`config.mk`:
```
export PLATFORM = sky130hd
export DESIGN_NAME = mc_mi_arb
export DESIGN_NICKNAME = d
export VERILOG_FILES = /design/src/rtl/mc_mi_arb.sv
export SDC_FILE = /design/constraint.sdc
export NUM_CORES = 1
export LEC_CHECK = 0
export ABC_CLOCK_PERIOD_IN_PS = 1700
export CAP_MARGIN = 5
export CORE_AREA = 2 2 103 105
export DETAILED_ROUTE_END_ITERATION = 8
export DIE_AREA = 0 0 105 107
export PLACE_DENSITY = 0.65
export SLEW_MARGIN = 20
export SYNTH_ARGS = -nofsm -noshare
export SYNTH_HDL_FRONTEND = slang
export SYNTH_SLANG_ARGS = --single-unit
```
`constraint.sdc`:
```
create_clock -name clk -period 1.7 [get_ports clk]
set_input_delay 0.17 -clock clk [delete_from_list [all_inputs] [get_ports clk]]
set_output_delay 0.17 -clock clk [all_outputs]
set_load 0.02 [all_outputs]
```
`src/rtl/mc_mi_arb.sv`:
```
`default_nettype none
// ============================================================================
// Module   : mc_mi_arb
// Brief    : Round-robin arbiter sharing one mi_* slave port between two
//            requesters, holding the grant for a whole command + data burst.
// Revision : 1.0
// ============================================================================
module mc_mi_arb #(
   parameter int ADDR_WIDTH = 20,
   parameter int DATA_WIDTH = 32
) (
   input  logic                  clk,
   input  logic                  rst,
   input  logic [ADDR_WIDTH-1:0] m0_addr,
   input  logic [6:0]            m0_len,
   input  logic                  m0_rw,
   input  logic                  m0_valid,
   output logic                  m0_ready,
   input  logic [DATA_WIDTH-1:0] m0_wdata,
   output logic                  m0_wack,
   output logic                  m0_wlast,
   output logic                  m0_rstb,
   output logic                  m0_rlast,
   input  logic [ADDR_WIDTH-1:0] m1_addr,
   input  logic [6:0]            m1_len,
   input  logic                  m1_rw,
   input  logic                  m1_valid,
   output logic                  m1_ready,
   input  logic [DATA_WIDTH-1:0] m1_wdata,
   output logic                  m1_wack,
   output logic                  m1_wlast,
   output logic                  m1_rstb,
   output logic                  m1_rlast,
   output logic [DATA_WIDTH-1:0] m_rdata,
   output logic [ADDR_WIDTH-1:0] mi_addr,
   output logic [6:0]            mi_len,
   output logic                  mi_rw,
   output logic                  mi_valid,
   input  logic                  mi_ready,
   output logic [DATA_WIDTH-1:0] mi_wdata,
   input  logic                  mi_wack,
   input  logic                  mi_wlast,
   input  logic [DATA_WIDTH-1:0] mi_rdata,
   input  logic                  mi_rstb,
   input  logic                  mi_rlast
);

   typedef enum logic [1:0] {
      ST_IDLE  = 2'd0,
      ST_CMD   = 2'd1,
      ST_WDATA = 2'd2,
      ST_RDATA = 2'd3
   } state_t;

   state_t r_state;
   state_t w_state_nxt;
   logic   r_gnt;
   logic   w_gnt_nxt;
   logic   r_last;
   logic   w_last_nxt;

   logic                  w_gvalid;
   logic                  w_grw;
   logic [ADDR_WIDTH-1:0] w_gaddr;
   logic [6:0]            w_glen;
   logic [DATA_WIDTH-1:0] w_gwdata;

   logic w_cmd_ready;
   logic w_wack;
   logic w_wlast;
   logic w_rstb;
   logic w_rlast;

   assign w_gvalid = r_gnt ? m1_valid : m0_valid;
   assign w_grw    = r_gnt ? m1_rw    : m0_rw;
   assign w_gaddr  = r_gnt ? m1_addr  : m0_addr;
   assign w_glen   = r_gnt ? m1_len   : m0_len;
   assign w_gwdata = r_gnt ? m1_wdata : m0_wdata;

   // last starts at 1 so that m0 wins the first tie after reset
   always_ff @(posedge clk) begin
      if (rst) begin
         r_state <= ST_IDLE;
         r_gnt   <= 1'b0;
         r_last  <= 1'b1;
      end else begin
         r_state <= w_state_nxt;
         r_gnt   <= w_gnt_nxt;
         r_last  <= w_last_nxt;
      end
   end

   always_comb begin
      w_state_nxt = r_state;
      w_gnt_nxt   = r_gnt;
      w_last_nxt  = r_last;
      mi_addr     = '0;
      mi_len      = '0;
      mi_rw       = 1'b0;
      mi_valid    = 1'b0;
      mi_wdata    = '0;
      w_cmd_ready = 1'b0;
      w_wack      = 1'b0;
      w_wlast     = 1'b0;
      w_rstb      = 1'b0;
      w_rlast     = 1'b0;
      case (r_state)
         ST_IDLE: begin
            if (m0_valid || m1_valid) begin
               w_state_nxt = ST_CMD;
               w_gnt_nxt   = (m0_valid && m1_valid) ? ~r_last : m1_valid;
            end
         end
         ST_CMD: begin
            mi_addr     = w_gaddr;
            mi_len      = w_glen;
            mi_rw       = w_grw;
            mi_valid    = w_gvalid;
            w_cmd_ready = mi_ready;
            // a withdrawn command abandons the grant without moving the priority
            if (!w_gvalid) begin
               w_state_nxt = ST_IDLE;
            end else if (mi_ready) begin
               w_state_nxt = w_grw ? ST_RDATA : ST_WDATA;
            end
         end
         ST_WDATA: begin
            mi_wdata = w_gwdata;
            w_wack   = mi_wack;
            w_wlast  = mi_wlast;
            if (mi_wack && mi_wlast) begin
               w_state_nxt = ST_IDLE;
               w_last_nxt  = r_gnt;
            end
         end
         ST_RDATA: begin
            w_rstb  = mi_rstb;
            w_rlast = mi_rlast;
            if (mi_rstb && mi_rlast) begin
               w_state_nxt = ST_IDLE;
               w_last_nxt  = r_gnt;
            end
         end
         default: begin
            w_state_nxt = ST_IDLE;
         end
      endcase
   end

   assign m0_ready = w_cmd_ready & ~r_gnt;
   assign m1_ready = w_cmd_ready &  r_gnt;
   assign m0_wack  = w_wack      & ~r_gnt;
   assign m1_wack  = w_wack      &  r_gnt;
   assign m0_wlast = w_wlast     & ~r_gnt;
   assign m1_wlast = w_wlast     &  r_gnt;
   assign m0_rstb  = w_rstb      & ~r_gnt;
   assign m1_rstb  = w_rstb      &  r_gnt;
   assign m0_rlast = w_rlast     & ~r_gnt;
   assign m1_rlast = w_rlast     &  r_gnt;
   assign m_rdata  = mi_rdata;

endmodule
`default_nettype wire
```
==> results.txt <==
----------------------------------------------------
[Flow run]
  Number of violations of the max-capacitance limit ... 0

[Route]
  Via count ... 2,117
  Highest metal used ... met4
  Number of nets still failing antenna checks after routing ... 0
  Via-per-instance ratio ... 4.02
  First-pass iteration count of the detailed router ... 4
  Drt initial violations ... 89
  Final wirelength ... 8140 microns
  Routed metal-1 wire length ... 3260 microns
  Wire length on met2 ... 3990 microns
  Routed wire length per instance ... 15.5 microns
  Sum of met3 wire segment lengths after detailed routing ... about 800 microns
  Remaining DRCs ... 0

[Floorplanning]
  Die span in y ... 107 microns
  Core Rows ... 37
  Overall die width ... 105 microns
  I/O pin cnt ... 264
  Effective utilization at floorplan ... 0.146
  Full die area ... 11,200 sq um
  Core Box Area ... between 10,000 and 15,000 sq um

[Critical path]
  Critical path fanouts, max ... 17
  Type of element launching the critical path ... flop
  Required time at the endpoint of the critical path ... 1.53 ns
  Worst setup path end ... mi_len[3]
  Worst endpoint data arrival time ... roughly 1.5 ns
  Critical Setup Path Class ... flop to primary output
  Type of element capturing the critical path ... primary output
  Number of cells traversed by the worst register-to-register path ... 4
  Worst Setup SP ... r_gnt
  R2R Setup Slk ... 0.33 ns
  Reg-to-reg endpoint ... r_state[0]
  Launch point of the worst reg-to-reg path ... r_gnt

[STA]
  Unrepaired setup endpoints after global routing ... yes
  Post-layout minimum cycle time ... 1.67 ns
  Fmax ... 0.600 GHz
  Number of setup violations in the final report ... 0
  Worst slew pin tran ... around 0.44 ns
  Final cycle utilization of the critical path ... 0.981
  Final-report max-slew violation count ... 0
  Final worst clock skew ... 0.00479 ns
  Worst Hold Slack ... 0.340 ns
  Hold Fails Final Rpt ... 0
  Setup WS post-layout ... 0.0321 ns
  Worst slew margin relative to its limit ... 0.707

[Clock network]
  Clock root buffer master ... sky130_fd_sc_hd__clkbuf_8
  Clk sink count ... 4
  Latest clock arrival within the worst-skew pair ... 0.23 ns
  Reg clk slew, reported paths ... about 0.040 ns
  Depth of the CTS H-tree ... 1
  CTS buffer count ... 3
  Maximum number of buffers from clock root to sink ... 2
  TritonCTS clock tree ... done

[Power and ir drop]
  Leakage Power ... ~1.5 nW
  Power density over cell area ... about 360 nW/um^2
  Peak supply drop ... 0.212 mV

[Synth]
  Async set or reset register ratio after synthesis ... 0
  Synthesized-area fraction occupied by ao, oa, aoi and oai cells ... 0.0365
  Unique cell type count in the Yosys netlist ... 21
  Syn_nets ... about 370
  Post-Synth Simple-Gate Area ... 0.263
  Multiplexer share of the synthesized area ... 0.421
  Combinational family with the most area after synthesis ... multiplexers
  Fraction of synthesized cell area in xor and xnor cells ... 0
  Number of enable flip-flop cells after synthesis ... 0
  Part of the Yosys area used for sequential elements ... 0.0544
  Syn Area/Cell ... between 6 and 7 sq um
  Post-Synthesis Cells ... 212
  Netlist area before placement ... 1470 sq um
  Warnings, synthesis ... 0
  Number of storage elements in the synthesis netlist ... 4
  Primary FF master, synth ... sky130_fd_sc_hd__dfxtp_1
  Adder-Cell Fraction of Synth Area ... 0

[Placed design]
  Number of buffers inserted by port buffering ... 199
  Placed inst area ... 3470 sq um
  Placer Congestion ... approximately 0.84
  Placed wire-length estimate ... 6330 microns
  Placement-stage worst setup slack ... -0.0466 ns

[Cells and area]
  Area of the multi-input gates ... 1150 sq um
  Fraction of layout cells with a size suffix above 1 ... 0.188
  Relative area change from synthesis to final layout ... 146%
  Area of all placed cells without fillers ... around 3600 sq um
  Commonest non-fill, non-tap cell in the layout ... sky130_fd_sc_hd__clkdlybuf4s50_1
  Filler instances ... roughly 1,100
  Fin nets ... 551
  Leading cell types in the layout, fill and taps excluded ... sky130_fd_sc_hd__clkdlybuf4s50_1, sky130_fd_sc_hd__nor2_1, sky130_fd_sc_hd__mux2i_1
  Fin util ... 0.359
  Storage element area ... 85.1 sq um

[Global routing]
  First-pass GRT wire length ... 11,900 microns
  Pin count of the biggest net entering global routing ... 33
  Overflow left after global routing ... 0
  Aggregate global-route resource usage ... 0.133
  Via count of the first global-routing pass ... about 2,200
  Number of antenna violations at the first check in global routing ... 1

[Worst hold path]
  Min-Delay Path Class ... input pin to primary output

[Outcome]
  Status ... complete, no violations

----------------------------------------------------
==> layer usage <==
| metal | vias up | global-route usage |
|---|---|---|
| li1 | 1039 | - |
| met1 | 934 | 0.151 |
| met2 | 127 | 0.238 |
| met3 | 17 | 0.0438 |
| met4 | 0 | 0.0333 |
| met5 | - | 0 |
==> where the power goes <==
part           total (W)  switching (W)  internal (W)
Combinational   0.000972       0.000407      0.000565
Clock           0.000223      0.0000616      0.000161
Sequential      0.000111      0.0000106      0.000101
==> flip-flops by register name, summed over array words and instances (netlist names) <==
signal	count
r_gnt	1
r_last	1
r_state	2
==> layout make-up <==
type                       count  area share
multi-input combinational    159       0.318
timing repair buffer         221       0.598
antenna                        1    0.000690
sequential                     4      0.0235
tap                          136      0.0469
inverter                       1     0.00104
clock buffer                   4      0.0124
==> critical path: stages (launching register included) <==
cell                            delay (ns)
sky130_fd_sc_hd__dfxtp_4              0.41
sky130_fd_sc_hd__buf_12               0.12
sky130_fd_sc_hd__buf_16               0.16
sky130_fd_sc_hd__mux2i_1              0.20
sky130_fd_sc_hd__nor2_1               0.05
sky130_fd_sc_hd__dlygate4sd2_1        0.32
==> synthesized netlist by cell type (2+ instances only) <==
cell                       instances  area [sq um]
sky130_fd_sc_hd__nand2_1           3          11.3
sky130_fd_sc_hd__mux2i_1          62           621
sky130_fd_sc_hd__dfxtp_1           4          80.1
sky130_fd_sc_hd__nor2_1           68           255
sky130_fd_sc_hd__nand2b_1          2          12.5
sky130_fd_sc_hd__nor2b_1           2          12.5
sky130_fd_sc_hd__buf_4            37           278
sky130_fd_sc_hd__nand3b_1          3          22.5
sky130_fd_sc_hd__nand3_1           6          30.0
sky130_fd_sc_hd__clkbuf_1          4          15.0
sky130_fd_sc_hd__buf_2             6          30.0
sky130_fd_sc_hd__and3_1            6          37.5
==> metrics by stage <==
| step | std cells | setup TNS [ns] | power (W) |
|---|---|---|---|
| 6_report | 526 | 0 | 0.00131 |
| 5_1_grt | 525 | -0.0274 | 0.00138 |
| 4_1_cts | 521 | -0.542 | 0.00128 |
| 3_5_place_dp | 513 | -0.107 | 0.00104 |
| 3_3_place_gp | 513 | -0.150 | 0.00104 |
| 2_1_floorplan | 212 | 0 | 0.000599 |
==> what timing repair did <==
action / CTS / global route
buffers inserted: 2 / 2
endpoints found under the setup margin: 71 / 57
gates resized for setup: 111 / 69
hold buffers: 0 / 0
gates cloned: 2 / 2
==> cells by family (layout without fill, tap and decap cells) <==
family,after synthesis,after routing
muxes,62,62
and+or+nand+nor,91,91
other,0,1
buffers and inverters,49,226
AOI/OAI and AO/OA,6,6
DFF,4,4
==> worst min-delay path by stage <==
stage / startpoint / to / slack, ns / depth (start not counted)
after floorplan: rst / r_gnt / 0.24 / 1
after global placement: mi_rdata[14] / m_rdata[14] / 0.34 / 0
after detailed placement: mi_rdata[14] / m_rdata[14] / 0.34 / 0
after CTS: mi_rdata[14] / m_rdata[14] / 0.34 / 0
after global routing: mi_rdata[31] / m_rdata[31] / 0.34 / 0
final: mi_rdata[30] / m_rdata[30] / 0.34 / 0
No activity file was read; power rests on OpenSTA's default activity.
